<file path="src/rtl/scan_select_gen_if.sv">
// Handshake bundle between the scan controller and its 2-to-4 decoder side.
// The master drives run/step; the slave (the generator) drives enable, selects and pulses.
interface scan_select_gen_if;
    logic run;
    logic step;
    logic en;
    logic i1;
    logic i0;
    logic slot_done;
    logic wrap;

    modport master (
        output run, step,
        input  en, i1, i0, slot_done, wrap
    );

    modport slave (
        input  run, step,
        output en, i1, i0, slot_done, wrap
    );
endinterface

</file>
<file path="src/rtl/scan_select_gen.sv">
// Time-slotted select generator for a 2-to-4 decoder with break-before-make blanking.
// Each slot is DIV cycles: BLANK cycles with enable low, then the rest with enable high.
module scan_select_gen #(
    parameter int unsigned DIV   = 4,
    parameter int unsigned BLANK = 1,
    parameter int unsigned LAST  = 3
) (
    input  logic             clk,
    input  logic             rst,
    scan_select_gen_if.slave bus
);

    typedef enum logic [1:0] {
        S_IDLE,
        S_BLANK,
        S_ACTIVE
    } state_e;

    localparam logic [7:0] DivEnd   = 8'(DIV - 1);
    localparam logic [7:0] BlankEnd = 8'(BLANK - 1);
    localparam logic [1:0] LastIdx  = 2'(LAST);

    state_e     state_q, state_d;
    logic [7:0] presc_q, presc_d;
    logic [1:0] idx_q, idx_d;
    logic       single_q, single_d;
    logic       en_q, en_d;
    logic       done_q, done_d;
    logic       wrap_q, wrap_d;

    always_ff @(posedge clk or posedge rst) begin
        if (rst) begin
            state_q  <= S_IDLE;
            presc_q  <= '0;
            idx_q    <= '0;
            single_q <= 1'b0;
            en_q     <= 1'b0;
            done_q   <= 1'b0;
            wrap_q   <= 1'b0;
        end else begin
            state_q  <= state_d;
            presc_q  <= presc_d;
            idx_q    <= idx_d;
            single_q <= single_d;
            en_q     <= en_d;
            done_q   <= done_d;
            wrap_q   <= wrap_d;
        end
    end

    always_comb begin
        state_d  = state_q;
        presc_d  = presc_q;
        idx_d    = idx_q;
        single_d = single_q;

        case (state_q)
            S_IDLE: begin
                if (bus.run) begin
                    state_d  = S_BLANK;
                    presc_d  = '0;
                    single_d = 1'b0;
                end else if (bus.step) begin
                    state_d  = S_BLANK;
                    presc_d  = '0;
                    single_d = 1'b1;
                end
            end
            S_BLANK: begin
                presc_d = presc_q + 8'd1;
                if (presc_q == BlankEnd) begin
                    state_d = S_ACTIVE;
                end
            end
            S_ACTIVE: begin
                // The select only moves here, while enable is about to drop.
                if (presc_q == DivEnd) begin
                    presc_d = '0;
                    idx_d   = (idx_q == LastIdx) ? 2'd0 : idx_q + 2'd1;
                    if (bus.run && !single_q) begin
                        state_d = S_BLANK;
                    end else begin
                        state_d  = S_IDLE;
                        single_d = 1'b0;
                    end
                end else begin
                    presc_d = presc_q + 8'd1;
                end
            end
            default: begin
                state_d = S_IDLE;
            end
        endcase

        // Outputs are registered from next-state so they line up with the state they describe.
        en_d   = (state_d == S_ACTIVE);
        done_d = en_d && (presc_d == DivEnd);
        wrap_d = done_d && (idx_d == LastIdx);
    end

    assign bus.en        = en_q;
    assign bus.i1        = idx_q[1];
    assign bus.i0        = idx_q[0];
    assign bus.slot_done = done_q;
    assign bus.wrap      = wrap_q;

endmodule
</file>
<file path="src/flat_wrapper.sv">
// flat-port wrapper written by rule: the top's interface ports become plain ports
module scan_select_gen_flat 
#(
    parameter int unsigned DIV   = 4,
    parameter int unsigned BLANK = 1,
    parameter int unsigned LAST  = 3
)
  (clk, rst, bus_run, bus_step, bus_en, bus_i1, bus_i0, bus_slot_done, bus_wrap);
  scan_select_gen_if bus_i ();
  input  logic clk;
  input  logic rst;
  input wire logic [$bits(bus_i.run)-1:0] bus_run;
  input wire logic [$bits(bus_i.step)-1:0] bus_step;
  output wire logic [$bits(bus_i.en)-1:0] bus_en;
  output wire logic [$bits(bus_i.i1)-1:0] bus_i1;
  output wire logic [$bits(bus_i.i0)-1:0] bus_i0;
  output wire logic [$bits(bus_i.slot_done)-1:0] bus_slot_done;
  output wire logic [$bits(bus_i.wrap)-1:0] bus_wrap;
  assign bus_i.run = bus_run;
  assign bus_i.step = bus_step;
  assign bus_en = bus_i.en;
  assign bus_i1 = bus_i.i1;
  assign bus_i0 = bus_i.i0;
  assign bus_slot_done = bus_i.slot_done;
  assign bus_wrap = bus_i.wrap;
  scan_select_gen #(.DIV(DIV), .BLANK(BLANK), .LAST(LAST)) u_core (.clk(clk), .rst(rst), .bus(bus_i));
endmodule
</file>
<file path="config.mk">
export PLATFORM = sky130hd
export DESIGN_NAME = scan_select_gen_flat
export DESIGN_NICKNAME = d
export VERILOG_FILES = /design/src/rtl/scan_select_gen_if.sv /design/src/rtl/scan_select_gen.sv /design/src/flat_wrapper.sv
export SDC_FILE = /design/constraint.sdc
export NUM_CORES = 1
export LEC_CHECK = 0
export CORE_MARGIN = 2
export CORE_UTILIZATION = 56
export CTS_BUF_LIST = sky130_fd_sc_hd__clkbuf_8 sky130_fd_sc_hd__clkbuf_16
export DETAILED_ROUTE_END_ITERATION = 12
export PLACE_DENSITY_LB_ADDON = 0.25
export SETUP_SLACK_MARGIN = 0.05
export SLEW_MARGIN = 20
export SYNTH_ARGS = -nofsm -noshare
export SYNTH_HDL_FRONTEND = slang
export SYNTH_SLANG_ARGS = --single-unit
</file>
<file path="constraint.sdc">
create_clock -name clk -period 2.1 [get_ports clk]
set_input_delay 0.21 -clock clk [delete_from_list [all_inputs] [get_ports clk]]
set_output_delay 0.21 -clock clk [all_outputs]
set_load 0.01 [all_outputs]
</file>
==> results.py, run 1 <==
metrics = {
    "outcome": {
        "status": "completed",
    },
    "global_route": {
        "grt_antenna_before_repair": 0,
        "grtUsageTotal": 0.241,
        "grt_max_degree": 17,
        "grt_pass1_wl_mm": 3.68,
        "grt_pass1_vias": 808,
        "overflow": 0,
    },
    "worst_setup_path": {
        "rr_startpoint": "u_core.presc_q[3]",
        "cp_max_fo": 7,
        "startpoint_type": "flop",
        "critPathArrivalTime_ps": 2070,
        "worstSetupEndpoint": "u_core.bus.slot_done",
        "path_buf_inv": 0,
        "crit_type": "flop to flop",
        "worstSetupEndpointType": "flop",
        "critical-path-top-delay-family": "simple AND/OR/NAND/NOR gates",
        "regToRegSetupSlack_ps": 190,
        "rr_endpoint": "u_core.bus.slot_done",
        "crit_start": "u_core.presc_q[3]",
        "cp.depth": 5,
        "slowest_stage": "nor4_4",
        "path_cells": "nor4_4, nand3_1, o2bb2ai_4, nand4b_4, nor4_2",
        "rr_worst_depth": 5,
        "required_ps": 2250,
        "max_stage_delay_ps": 490,
    },
    "yosys": {
        "synthTopCellsByCount": "dfrtp_1, nand3_1, nor2_1",
        "synth_area_leader_cell": "dfrtp_1",
        "syn_area_um2": 1040,
        "syn_nets": 115,
        "synthArstFlopShare": 1.00,
        "synth_cell_types": 44,
        "synth.most_common_cell": "dfrtp_1",
        "yosys_register_bits": 16,
        "synth.area.top_cells": "dfrtp_1, nand3_1, ha_1, nor2_1, o2bb2ai_4",
        "synth_edf_count": 0,
        "yosysSeqAreaShare": 0.384,
        "synthCells": 108,
        "yosys_warnings": 0,
        "synth_flop_cell": "dfrtp_1",
        "synth_top_area_frac": 0.384,
        "synth.avg_cell_area_um2": 9.66,
    },
    "clock_network": {
        "cts_tree": "built",
        "clock_latency_ps": 250,
        "postCtsSetupBuffers": 0,
        "cts.htree.levels": 1,
        "cts-root-buf": "clkbuf_8",
        "cts_inserted_buffers": 3,
        "ctsLongestPathBuffers": 2,
        "clk_pin_slew_ps": 60,
        "clock-sinks": 16,
    },
    "placement": {
        "hpwlAfterDp_mm": 1.61,
        "port_buffers": 8,
        "gp_congestion": 0.835,
    },
    "hold_path": {
        "hold_class": "primary input to asynchronous set/reset pin",
    },
    "sta": {
        "fin_crit_sh": 0.911,
        "post-route-min-period_ps": 1910,
        "fin_setup_tns_ps": 0,
        "fmax_mhz": 523,
        "setup-violations-final": 0,
        "worst_pin_slew_ps": 612,
        "report.final.slew_viol_count": 0,
        "final-hold-violation-count": 0,
        "rsz0062_at_grt": "no",
        "finalClockSkew_ps": 0.708,
        "relSlewSlack": 0.591,
    },
    "final_layout": {
        "nets": 130,
        "syn2layout_area_growth_pct": 18.1,
        "layout-drive-gt1-share": 0.172,
        "diodes": 0,
        "post-route-util": 0.706,
    },
    "detailed_routing": {
        "vias": 865,
        "drt_iter0_drc": 16,
        "viasPerCell": 5.88,
        "wire_per_inst_um": 14.9,
        "wl_mm": 2.20,
        "wl_met1_mm": 1.06,
        "wl_met3_um": 45,
        "drc": 0,
        "drt_first_pass_iters": 4,
        "ant_nets": 0,
        "met2_length_mm": 1.06,
        "top_layer": "met4",
    },
    "pwr": {
        "power_density_nw_per_um2": 1280,
        "leakage_uw": 0.000532,
        "vdd_drop_max_mv": 0.735,
    },
    "floorplanning": {
        "rows": 15,
        "start_util": 0.598,
        "die-area_um2": 2220,
        "io_pins": 9,
        "die_w_um": 47.2,
        "die_h_um": 47.2,
        "coreArea_um2": 1750,
    },
    "flow_run": {
        "maxCapViolCount": 0,
    },
}
## area by class of cell
class	count	area (µm²)
multi-input combinational	80	583
fill	128	513
sequential	16	400
timing repair buffer	16	140
clock buffer	4	55.1
tap	25	31.3
inverter	6	22.5
## through the flow
| step | power (µW) | setup WS [ps] | hold slack [ps] | std cells | area (µm²) |
|---|---|---|---|---|---|
| floorplan | 1060 | 167 | 124 | 108 | 1040 |
| finish | 1580 | 186 | 336 | 147 | 1230 |
| detailed placement | 1290 | 143 | 488 | 143 | 1170 |
| global placement | 1250 | 190 | 482 | 143 | 1170 |
| CTS | 1570 | 98.4 | 371 | 147 | 1230 |
| global route | 1690 | 79.8 | 405 | 147 | 1230 |
## timing repair
| item | in CTS | in global routing |
|---|---|---|
| hold buffers | 0 | 0 |
| endpoints found under the setup margin | 0 | 2 |
| gates resized for setup | 0 | 1 |
## routing by layer
layer,vias to the layer above,track usage
met3,5,0.0346
met2,15,0.400
met4,0,0.106
met5,-,0
li1,431,-
met1,414,0.310
## worst min-delay path by stage
stage,endpoint
global route,u_core.presc_q[7]
CTS,u_core.presc_q[7]
finish,u_core.presc_q[7]
global placement,u_core.state_q[0]
detailed placement,u_core.state_q[0]
floorplan,u_core.bus.en
## cell usage in the layout (no fill, tap or decap), drive strengths merged, types with 3 or more instances in the layout
cell,instances
a21oi,5
buf,8
clkbuf,4
clkdlybuf4s50,8
dfrtp,16
ha,3
inv,6
nand2,7
nand3,9
nor2,8
nor4,3
nor4b,4
o21ai,5
## flip-flops by register name (all words and copies together), names as in the netlist
signal / flops
u_core.bus.en: 1
u_core.bus.slot_done: 1
u_core.bus.wrap: 1
u_core.idx_q: 2
u_core.presc_q: 8
u_core.single_q: 1
u_core.state_q: 2
## worst register-to-register path, cell delays in order (launching register included)
cell and delay [ps]:
dfrtp_1 470, nor4_4 490, nand3_1 280, o2bb2ai_4 220, nand4b_4 120, nor4_2 230
## cells by family (layout without fill, tap and decap cells)
family,after synthesis,after routing,share of synthesized area
buf+inv,12,26,0.0623
simple gates,47,47,0.294
mux,1,1,0.0108
fa+ha+maj,3,3,0.0360
xor+xnor,2,2,0.0168
flops,16,16,0.384
compound gates,27,27,0.197
## power breakdown
part	leakage, µW	total [µW]	internal, µW	switching (µW)
Clock	0.0000288	274	166	108
Sequential	0.000213	490	385	105
Combinational	0.000290	814	383	431
Total	0.000532	1580	934	644
Note: power is estimated with default switching activity, not from simulation.
==> inputs of run 2 (changes only) <==
--- a/config.mk
+++ b/config.mk
@@ -5,6 +5,7 @@
 export SDC_FILE = /design/constraint.sdc
 export NUM_CORES = 1
 export LEC_CHECK = 0
+export CORE_ASPECT_RATIO = 0.8
 export CORE_MARGIN = 2
 export CORE_UTILIZATION = 56
 export CTS_BUF_LIST = sky130_fd_sc_hd__clkbuf_8 sky130_fd_sc_hd__clkbuf_16
==> results.py, run 2 (synthesized netlist as in run 1, its figures left out) <==
metrics = {
    "outcome": {
        "status": "completed",
    },
    "detailed_routing": {
        "ant_nets": 0,
        "wl_mm": 2.53,
        "drc": 0,
        "vias": 940,
        "wire_per_inst_um": 17.5,
        "drt_first_pass_iters": 4,
        "viasPerCell": 6.53,
        "drt_iter0_drc": 24,
    },
    "floorplanning": {
        "die-area_um2": 2230,
        "rows": 13,
        "coreArea_um2": 1690,
        "io_pins": 9,
        "die_w_um": 52.3,
        "start_util": 0.617,
        "die_h_um": 42.6,
    },
    "final_layout": {
        "layout-drive-gt1-share": 0.164,
        "largest_reg_flops": 8,
        "top_register": "u_core.presc_q",
        "final_common_cell": "dfrtp_1",
        "final_cell_mix": "dfrtp_1, nand3_1, nor2_1, clkdlybuf4s50_1, buf_4",
        "syn2layout_area_growth_pct": 17.3,
        "diodes": 0,
        "largest_registers": "u_core.presc_q (8), u_core.idx_q (2), u_core.state_q (2)",
        "nets": 130,
    },
    "clock_network": {
        "cts-resized-gates": 0,
        "cts_inserted_buffers": 3,
        "cts_tree": "built",
        "cts.htree.levels": 1,
        "postCtsSetupBuffers": 0,
        "clk_pin_slew_ps": 70,
        "clock_latency_ps": 260,
        "ctsLongestPathBuffers": 2,
        "cts-root-buf": "clkbuf_8",
        "ctsHoldBuffers": 0,
        "clock-sinks": 16,
    },
    "flow_run": {
        "maxCapViolCount": 0,
    },
    "sta": {
        "fin_setup_tns_ps": 0,
        "fmax_mhz": 501,
        "final-hold-violation-count": 0,
        "fin_crit_sh": 0.951,
        "report.final.slew_viol_count": 0,
        "relSlewSlack": 0.579,
        "worst_pin_slew_ps": 630,
        "setup_ws_ps": 104,
        "setup-violations-final": 0,
        "finalClockSkew_ps": 7.73,
        "post-route-min-period_ps": 2000,
        "rsz0062_at_grt": "no",
    },
    "global_route": {
        "grt_max_degree": 17,
        "overflow": 0,
        "grtUsageTotal": 0.251,
        "grt_antenna_before_repair": 0,
        "grt_pass1_wl_mm": 4.02,
        "grt_pass1_vias": 846,
    },
    "worst_setup_path": {
        "required_ps": 2250,
        "critPathArrivalTime_ps": 2150,
        "startpoint_type": "flop",
        "worstSetupEndpointType": "flop",
        "cp_max_fo": 12,
        "rr_startpoint": "u_core.state_q[0]",
        "crit_start": "u_core.state_q[0]",
        "crit_type": "flop to flop",
    },
    "placement": {
        "place_ws_ps": 60.5,
        "hpwlAfterDp_mm": 1.76,
        "gp_congestion": 0.811,
        "port_buffers": 8,
    },
    "hold_path": {
        "hold_class": "primary input to asynchronous set/reset pin",
    },
    "pwr": {
        "power_density_nw_per_um2": 1300,
        "leakage_uw": 0.000530,
        "vdd_drop_max_mv": 0.886,
    },
}
[run 2: cell counts in the layout (fill, tap and decap cells not counted)]
Identical to the previous run, type by type.
[run 2: layout make-up]
cell class              instances  area, µm²
multi-input cells              80        578
flip-flops and latches         16        400
clock buffers                   4       55.1
repair buffers                 16        140
fillers                       132        468
inverters                       6       22.5
well taps                      22       27.5
[run 2: through the flow]
step	instances	power, µW	hold slack [ps]	utilization	instance area, µm²
floorplan	108	1060	124	-	1040
global placement	139	1240	480	0.686	1160
detailed placement	139	1280	486	0.686	1160
CTS	143	1570	346	0.719	1220
global route	144	1680	395	0.723	1220
finish	144	1590	324	0.723	1220
[run 2: routing by layer]
layer  track usage  up-vias  wire [µm]
met4        0.0615        0         18
met3        0.0750        2        180
met1         0.336      460       1150
met2         0.395       49       1180
met5             0        -          0
li1              -      429          -
[run 2: final timing paths]
kind	slack (ps)	cells past startpoint	end
setup / recovery	100	5	u_core.bus.wrap
hold reg to reg	500	1	u_core.state_q[0]
setup reg to reg	100	5	u_core.bus.wrap
max in group asynchronous	1360	2	u_core.state_q[1]
min in group clk	500	1	u_core.state_q[0]
hold / removal	320	2	u_core.idx_q[1]
[run 2: worst max-delay path, stage by stage, from the launching register on]
cell and delay [ps]:
dfrtp_1 600, xnor2_1 200, a21o_1 270, nor4b_1 360
a211oi_1 140, nor4b_2 320
[run 2: report_power, final]
| group | leakage, µW | internal (µW) | switching (µW) |
|---|---|---|---|
| Clock | 0.0000288 | 167 | 121 |
| Combinational | 0.000288 | 372 | 431 |
| Sequential | 0.000213 | 384 | 118 |
| Total | 0.000530 | 923 | 670 |
